===== config.mk =====
export PLATFORM = sky130hd
export DESIGN_NAME = hls_core_chn_in_rsci_fifo
export DESIGN_NICKNAME = d
export VERILOG_FILES = /design/src/rtl/hls_core_chn_in_rsci_fifo.sv
export SDC_FILE = /design/constraint.sdc
export NUM_CORES = 1
export LEC_CHECK = 0
export ABC_AREA = 0
export BUFFER_PORTS_ARGS = -buffer_cell sky130_fd_sc_hd__buf_2
export CAP_MARGIN = 30
export CORE_ASPECT_RATIO = 2
export CORE_MARGIN = 4
export CORE_UTILIZATION = 40
export CTS_CLUSTER_SIZE = 28
export DETAILED_ROUTE_END_ITERATION = 8
export PLACE_DENSITY_LB_ADDON = 0.25
export SLEW_MARGIN = 20
export SYNTH_ARGS = -nofsm -noshare
export SYNTH_HDL_FRONTEND = slang
export SYNTH_SLANG_ARGS = --single-unit

===== constraint.sdc =====
create_clock -name nvdla_core_clk -period 3.02 [get_ports nvdla_core_clk]
set_input_delay 0.604 -clock nvdla_core_clk [delete_from_list [all_inputs] [get_ports nvdla_core_clk]]
set_output_delay 0.604 -clock nvdla_core_clk [all_outputs]
set_load 0.02 [all_outputs]

===== src/rtl/hls_core_chn_in_rsci_fifo.sv =====
// rtl/hls_core_chn_in_rsci_fifo.sv - input channel capture FIFO with zero-latency bypass; option macro CHN_RSCI_PREFETCH_EN
module hls_core_chn_in_rsci_fifo #(
    parameter int WIDTH = 32,
    parameter int DEPTH = 2,
    parameter int OCCW  = $clog2(DEPTH + 1)
) (
    input  logic             nvdla_core_clk,
    input  logic             nvdla_core_rstn,
    input  logic [WIDTH-1:0] chn_rsc_z,
    input  logic             chn_rsc_vz,
    output logic             chn_rsc_lz,
    input  logic             chn_rsci_iswt0,
    input  logic             chn_rsci_ld_core_psct,
    input  logic             core_wten,
    input  logic             chn_rsci_oswt,
    input  logic             core_wen,
    output logic             chn_rsci_bawt,
    output logic             chn_rsci_wen_comp,
    output logic [WIDTH-1:0] chn_rsci_d_mxwt,
    output logic [OCCW-1:0]  chn_rsci_occ
);

    localparam int              PW       = (DEPTH > 1) ? $clog2(DEPTH) : 1;
    localparam logic [OCCW-1:0] OCC_FULL = OCCW'(DEPTH);
    localparam logic [PW-1:0]   PTR_LAST = PW'(DEPTH - 1);

    logic [WIDTH-1:0] mem [DEPTH];
    logic [PW-1:0]    rd_ptr;
    logic [PW-1:0]    wr_ptr;
    logic [OCCW-1:0]  occ;

    logic ogwt;
    logic sct;
    logic full;
    logic empty;
    logic core_take;
    logic lz;
    logic biwt;
    logic bawt;
    logic bdwt;
    logic push;
    logic pop;

    assign ogwt      = chn_rsci_iswt0 & ~core_wten;
    assign sct       = chn_rsci_ld_core_psct & ogwt;
    assign full      = (occ == OCC_FULL);
    assign empty     = (occ == '0);
    assign core_take = chn_rsci_oswt & core_wen;

    // The load term only looks at bdwt when the FIFO is full, and a full FIFO
    // is never empty, so bawt is 1 there and bdwt reduces to oswt & core_wen.
    // Using core_take directly breaks the lz -> biwt -> bawt -> bdwt loop.
`ifdef CHN_RSCI_PREFETCH_EN
    assign lz = (sct | ~full) & (~full | core_take);
`else
    assign lz = sct & (~full | core_take);
`endif

    assign biwt = lz & chn_rsc_vz;
    assign bawt = biwt | ~empty;
    assign bdwt = core_take & bawt;

    // An incoming word consumed while the FIFO is empty bypasses storage.
    assign push = biwt & ~(empty & bdwt);
    assign pop  = bdwt & ~empty;

    assign chn_rsc_lz        = lz;
    assign chn_rsci_bawt     = bawt;
    assign chn_rsci_wen_comp = ~chn_rsci_oswt | bawt;
    assign chn_rsci_d_mxwt   = empty ? chn_rsc_z : mem[rd_ptr];
    assign chn_rsci_occ      = occ;

    // Occupancy counter: simultaneous push and pop leave it unchanged.
    always_ff @(posedge nvdla_core_clk or negedge nvdla_core_rstn) begin
        if (!nvdla_core_rstn) begin
            occ <= '0;
        end else if (push && !pop) begin
            occ <= occ + OCCW'(1);
        end else if (pop && !push) begin
            occ <= occ - OCCW'(1);
        end
    end

    // Write pointer advances on every push and wraps after the last entry.
    always_ff @(posedge nvdla_core_clk or negedge nvdla_core_rstn) begin
        if (!nvdla_core_rstn) begin
            wr_ptr <= '0;
        end else if (push) begin
            wr_ptr <= (wr_ptr == PTR_LAST) ? '0 : wr_ptr + PW'(1);
        end
    end

    // Read pointer advances on every pop and wraps after the last entry.
    always_ff @(posedge nvdla_core_clk or negedge nvdla_core_rstn) begin
        if (!nvdla_core_rstn) begin
            rd_ptr <= '0;
        end else if (pop) begin
            rd_ptr <= (rd_ptr == PTR_LAST) ? '0 : rd_ptr + PW'(1);
        end
    end

    // Storage array: captured words are written at the write pointer.
    always_ff @(posedge nvdla_core_clk or negedge nvdla_core_rstn) begin
        if (!nvdla_core_rstn) begin
            for (int i = 0; i < DEPTH; i++) begin
                mem[i] <= '0;
            end
        end else if (push) begin
            mem[wr_ptr] <= chn_rsc_z;
        end
    end

endmodule

# ---- Yosys cells after proc, flatten, opt, wreduce, memory -nomap -nowiden
# Cells that the tools add are included.
dict set report word_totals {
  regBits 68
  in_bits 40
  out_inout_bits 37
  wordCells 50
}
dict set report classes {
  n_addsub 4
  order_cmp 3
  n_eq_ne 1
  mux 11
  n_bitwise 19
  reduce_logical 7
}
# cell n
set op_table {}
lappend op_table {{32-bit 2-to-1 mux} 5}
lappend op_table {{64-bit bitwise mux} 1}
lappend op_table {{32-bit demux with 1-bit select} 1}
lappend op_table {{1-bit AND} 9}
lappend op_table {{1-bit NOT} 5}
lappend op_table {{2-bit >= comparator, second input constant} 2}
lappend op_table {{2-bit 2-to-1 mux} 2}
lappend op_table {{1-bit NOT with 2-bit output} 2}
lappend op_table {{1-bit logical AND} 3}
lappend op_table {{1-bit OR} 3}
lappend op_table {{1-bit adder, second input constant} 2}
lappend op_table {{2-bit by 1-bit adder with 2-bit output, second input constant} 1}
lappend op_table {{2-bit equality test, second input constant} 1}
lappend op_table {{1-bit logical NOT} 2}
lappend op_table {{2-bit logical NOT} 1}
lappend op_table {{2-bit by 1-bit < comparator with 1-bit output, second input constant} 1}
lappend op_table {{1-bit 2-to-1 mux} 2}
lappend op_table {{2-bit nonzero test} 1}
lappend op_table {{2-bit by 1-bit subtractor with 2-bit output, second input constant} 1}

# ---- Depth between registers and ports, before layout
dict set report logic_depth {
  ltp_word 14
  depth_mapped 7
  depth_no_buf 7
}

# ---- Least setup slack after synthesis
# No wires, ideal clock.
dict set report synth_timing {
  path_type {reg2out}
  start {register occ[0], in the netlist chn_rsci_occ[0]}
  end {output chn_rsci_d_mxwt[0]}
  arrival_time_ns 1.505
  required_ns 2.416
  slack_ns 0.911
  stages_incl_launch_ff 6
  cell_sequence {dfrtp_1 -> nor2_1 -> clkbuf_1 -> clkbuf_1 -> nand2_1 -> o21ai_0}
}
dict set report synth_between {
  elab_chain_len 2
}
# element line
set synth_lines {}
lappend synth_lines {{start: declaration} 30} ;# logic [OCCW-1:0] occ;
lappend synth_lines {{start signal: assignment} 78} ;# occ <= occ + OCCW'(1);
lappend synth_lines {{start signal: assignment} 80} ;# occ <= occ - OCCW'(1);
lappend synth_lines {{2-bit logical NOT} 47} ;# assign empty = (occ == '0);
lappend synth_lines {{32-bit 2-to-1 mux} 70} ;# assign chn_rsci_d_mxwt = empty ? chn_rsc_z : mem[rd_ptr];
lappend synth_lines {{end: declaration} 19} ;# output logic [WIDTH-1:0] chn_rsci_d_mxwt,
# Every way passes these cells.

# ---- Final worst setup path
dict set report layout_timing {
  start {register occ[0], in the netlist chn_rsci_occ[0]}
  end {output chn_rsci_d_mxwt[30]}
}
# The elaborated chain is that of the path after synthesis.

==> summary.txt <==
Clock network
  • Clock Tree Buf Depth: 2
  • Post-cts sizing count: 0
  • CTS tree: built
  • Postcts setup bufs: 0
  • H-tree level count: 3
  • CTS Buf Count: 9
  • CTS Root Cell: clkbuf_16
  • Reg clk slew, reported paths: roughly 0.050 ns
  • CTS Hold Bufs: 0
  • Worst-Skew Late Latency: between 0.3 and 0.4 ns
  • CTS Sinks: 68

GRT
  • Global-route usage over all layers: 0.147
  • Largest net degree at the start of global routing: 49
  • Vias in the first global route: 2347
  • Initial antenna violation count: 0
  • GRT overflow: 0
  • First-pass GRT wire length: about 12000 µm

Power and ir drop
  • Leakage Power: 2.11 nW
  • Net switching power figure: 0.00186 W
  • Pwr per Cell Area: 1180 nW/µm²
  • P_int: 0.00308 W
  • Switching part of the total: 0.377
  • Comb power frac: 0.466
  • VDD IR max: about 0.0004 V
  • Clk network pwr share: 0.196
  • Seq pwr share: 0.337

Synth
  • #FFs+latches synth: 68
  • Synth Warn #: 0
  • Synth area leaders: dfrtp_1 (49%), mux2_4 (13%), mux2_2 (11%), mux2i_1 (9.3%), o21ai_0 (4.8%)
  • Unique masters post-synth: 25
  • Sequential fraction of the synthesis area: 0.493
  • Post-Syn Nets: 310
  • Post-synth top area share: 0.493
  • Leading area contributor after synthesis: dfrtp_1
  • Syn Inst Count: 269
  • Syn_area_per_cell: approximately 13 µm²
  • Mapped Area: 3450 µm²

Detailed routing
  • Drt first pass iters: 4
  • DRC viols: 0
  • Detail Route Antenna Nets: 0
  • Via density: around 4.9
  • Overall routed net length: 6830 µm
  • DRT iter0 DRCs: 76
  • Vias: 2200
  • Routed len/inst: 15.3 µm

Min path
  • Hold crit path type: in2async

Critical path
  • Slowest Stage Delay on Critical Path: 0.47 ns
  • CP cell instances: nor2_4 > buf_4 > nand2_1 > o21ai_0 > buf_2
  • Worst Reg2Reg Path Length in Cells: 5
  • Critical R2R Launch: chn_rsci_occ[0]
  • Top delay family on crit path: buffers and inverters
  • Crit path from: chn_rsci_occ[0]
  • Crit path depth: 5
  • Critical path arrival: about 1.8 ns
  • Critical Path RT: ~2.4 ns
  • Worst Setup End Kind: output pin
  • Critical path buffers and inverters: 2
  • Reg-to-Reg End: mem[42]
  • Crit-path max FO: 32
  • Worst path slowest cell: dfrtp_1
  • WS Path Type: reg2out
  • CP Capture Point: chn_rsci_d_mxwt[30]
  • Register-to-Register Setup Slack: 0.80 ns
  • Critical path launch point type: flop

Die
  • Core area: 8350 µm²
  • Boundary Pins: 77
  • Die X-Extent: around 74 µm
  • Initial Utilization: 0.414
  • DIE AREA: 10300 µm²
  • Die Y: between 100 and 150 µm
  • Site Rows: 47

Cells and area
  • Area grow syn2layout: 21.2%
  • Share of layout cells above drive strength 1: 0.479
  • Most frequent cells in the layout: buf_2 (76), dfrtp_1 (67), nand2_1 (35), mux2_2 (35), o21ai_0 (33)
  • Nets: between 300 and 400
  • Most common cell after layout, fill and taps aside: buf_2
  • Fin util: 0.501
  • # diodes: 0

Placement
  • GP Congestion: around 0.70
  • IO buf count: 76
  • HPWL after detailed placement: 4720 µm

Timing
  • Relative slew slack: 0.588
  • Fmax: 409 MHz
  • Post-route minimum period: 2.44 ns
  • RSZ-0062 raised after global routing: false
  • Actual slew at the worst max-slew pin: around 0.62 ns
  • Final setup viols: 0
  • Slew Viols, Final: 0
  • Final Hold Fails: 0
  • Worst Clk Skew: 0.00656 ns
  • Setup TNS: 0 ns
  • Final period util: 0.809

Outcome
  • Outcome: completed

Flow run
  • Max cap viols: 0
worst min-delay path by stage:
stage	from	slack (ns)	endpoint
finish	nvdla_core_rstn	0.25	mem[5]
global route	nvdla_core_rstn	0.29	mem[28]
CTS	nvdla_core_rstn	0.26	mem[5]
detailed placement	mem[57]	0.49	mem[57]
global placement	mem[42]	0.49	mem[42]
floorplan	nvdla_core_rstn	0.31	chn_rsci_occ[0]
cell families (layout without fill, tap and decap cells):
family          after synthesis  count (layout)  synth area share
mux                          97              97             0.339
flops                        68              68             0.493
simple gates                 46              46            0.0623
compound gates               34              34            0.0504
buf+inv                      19              99            0.0413
xor+xnor                      4               4            0.0101
fa+ha+maj                     1               1           0.00362
registers in the layout (all words and copies together) (netlist names):
register / cells
mem: 64
rd_ptr: 1
chn_rsci_occ: 2
wr_ptr: 1
power by group through the flow:
stage               Clock [W]  Sequential (W)  Combinational, W
detailed placement          0         0.00168           0.00235
global placement            0         0.00167           0.00231
global route          0.00105         0.00174           0.00252
CTS                  0.000999         0.00168           0.00235
floorplan                   0         0.00157           0.00174
finish               0.000971         0.00167           0.00231
area by class of cell:
| type | instances | area (µm²) |
|---|---|---|
| Clock buffer | 15 | 278 |
| Clock inverter | 1 | 5.00 |
| Fill cell | 747 | 4160 |
| Inverter | 1 | 3.75 |
| Multi-Input combinational cell | 182 | 1620 |
| Sequential cell | 68 | 1700 |
| Tap cell | 98 | 123 |
| Timing Repair Buffer | 82 | 450 |
per-stage QoR:
step           hold slack, ns  std cells  instance area (µm²)  total power [W]  setup WS [ns]
2_1_floorplan           0.308        269                 3450          0.00331          0.911
3_3_place_gp            0.488        431                 3900          0.00397          0.664
3_5_place_dp            0.492        431                 3900          0.00403          0.604
4_1_cts                 0.256        447                 4190          0.00503          0.543
5_1_grt                 0.287        447                 4190          0.00530          0.345
6_report                0.246        447                 4190          0.00495          0.576
worst reg2reg max path, delay by kind of cell, from the launching register on:
kind,cells,cell delay [ns]
multiplexers,2,0.62
buffers and inverters,1,0.51
AND/OR/NAND/NOR,2,0.50
flip-flops,1,0.47
routing by layer:
layer	routed length, µm	track usage	up-vias
li1	-	-	1087
met1	2840	0.181	1054
met2	3550	0.243	49
met3	301	0.0296	10
met4	147	0.0659	0
met5	0	0	-
synthesized netlist by cell type:
library cell	count
dfrtp_1	68
mux2_2	35
nand2_1	35
o21ai_0	33
mux2i_1	32
mux2_4	29
clkbuf_1	8
buf_12	3
buf_2	3
buf_4	3
nor2_1	3
nand3_1	2
xnor2_1	2
xor2_1	2
a311oi_1	1
buf_6	1
ha_1	1
inv_1	1
mux2i_4	1
nand2_8	1
nand4b_1	1
nor3b_2	1
or2_2	1
or2b_2	1
or3_1	1
Power figures use the tool's default switching activity.
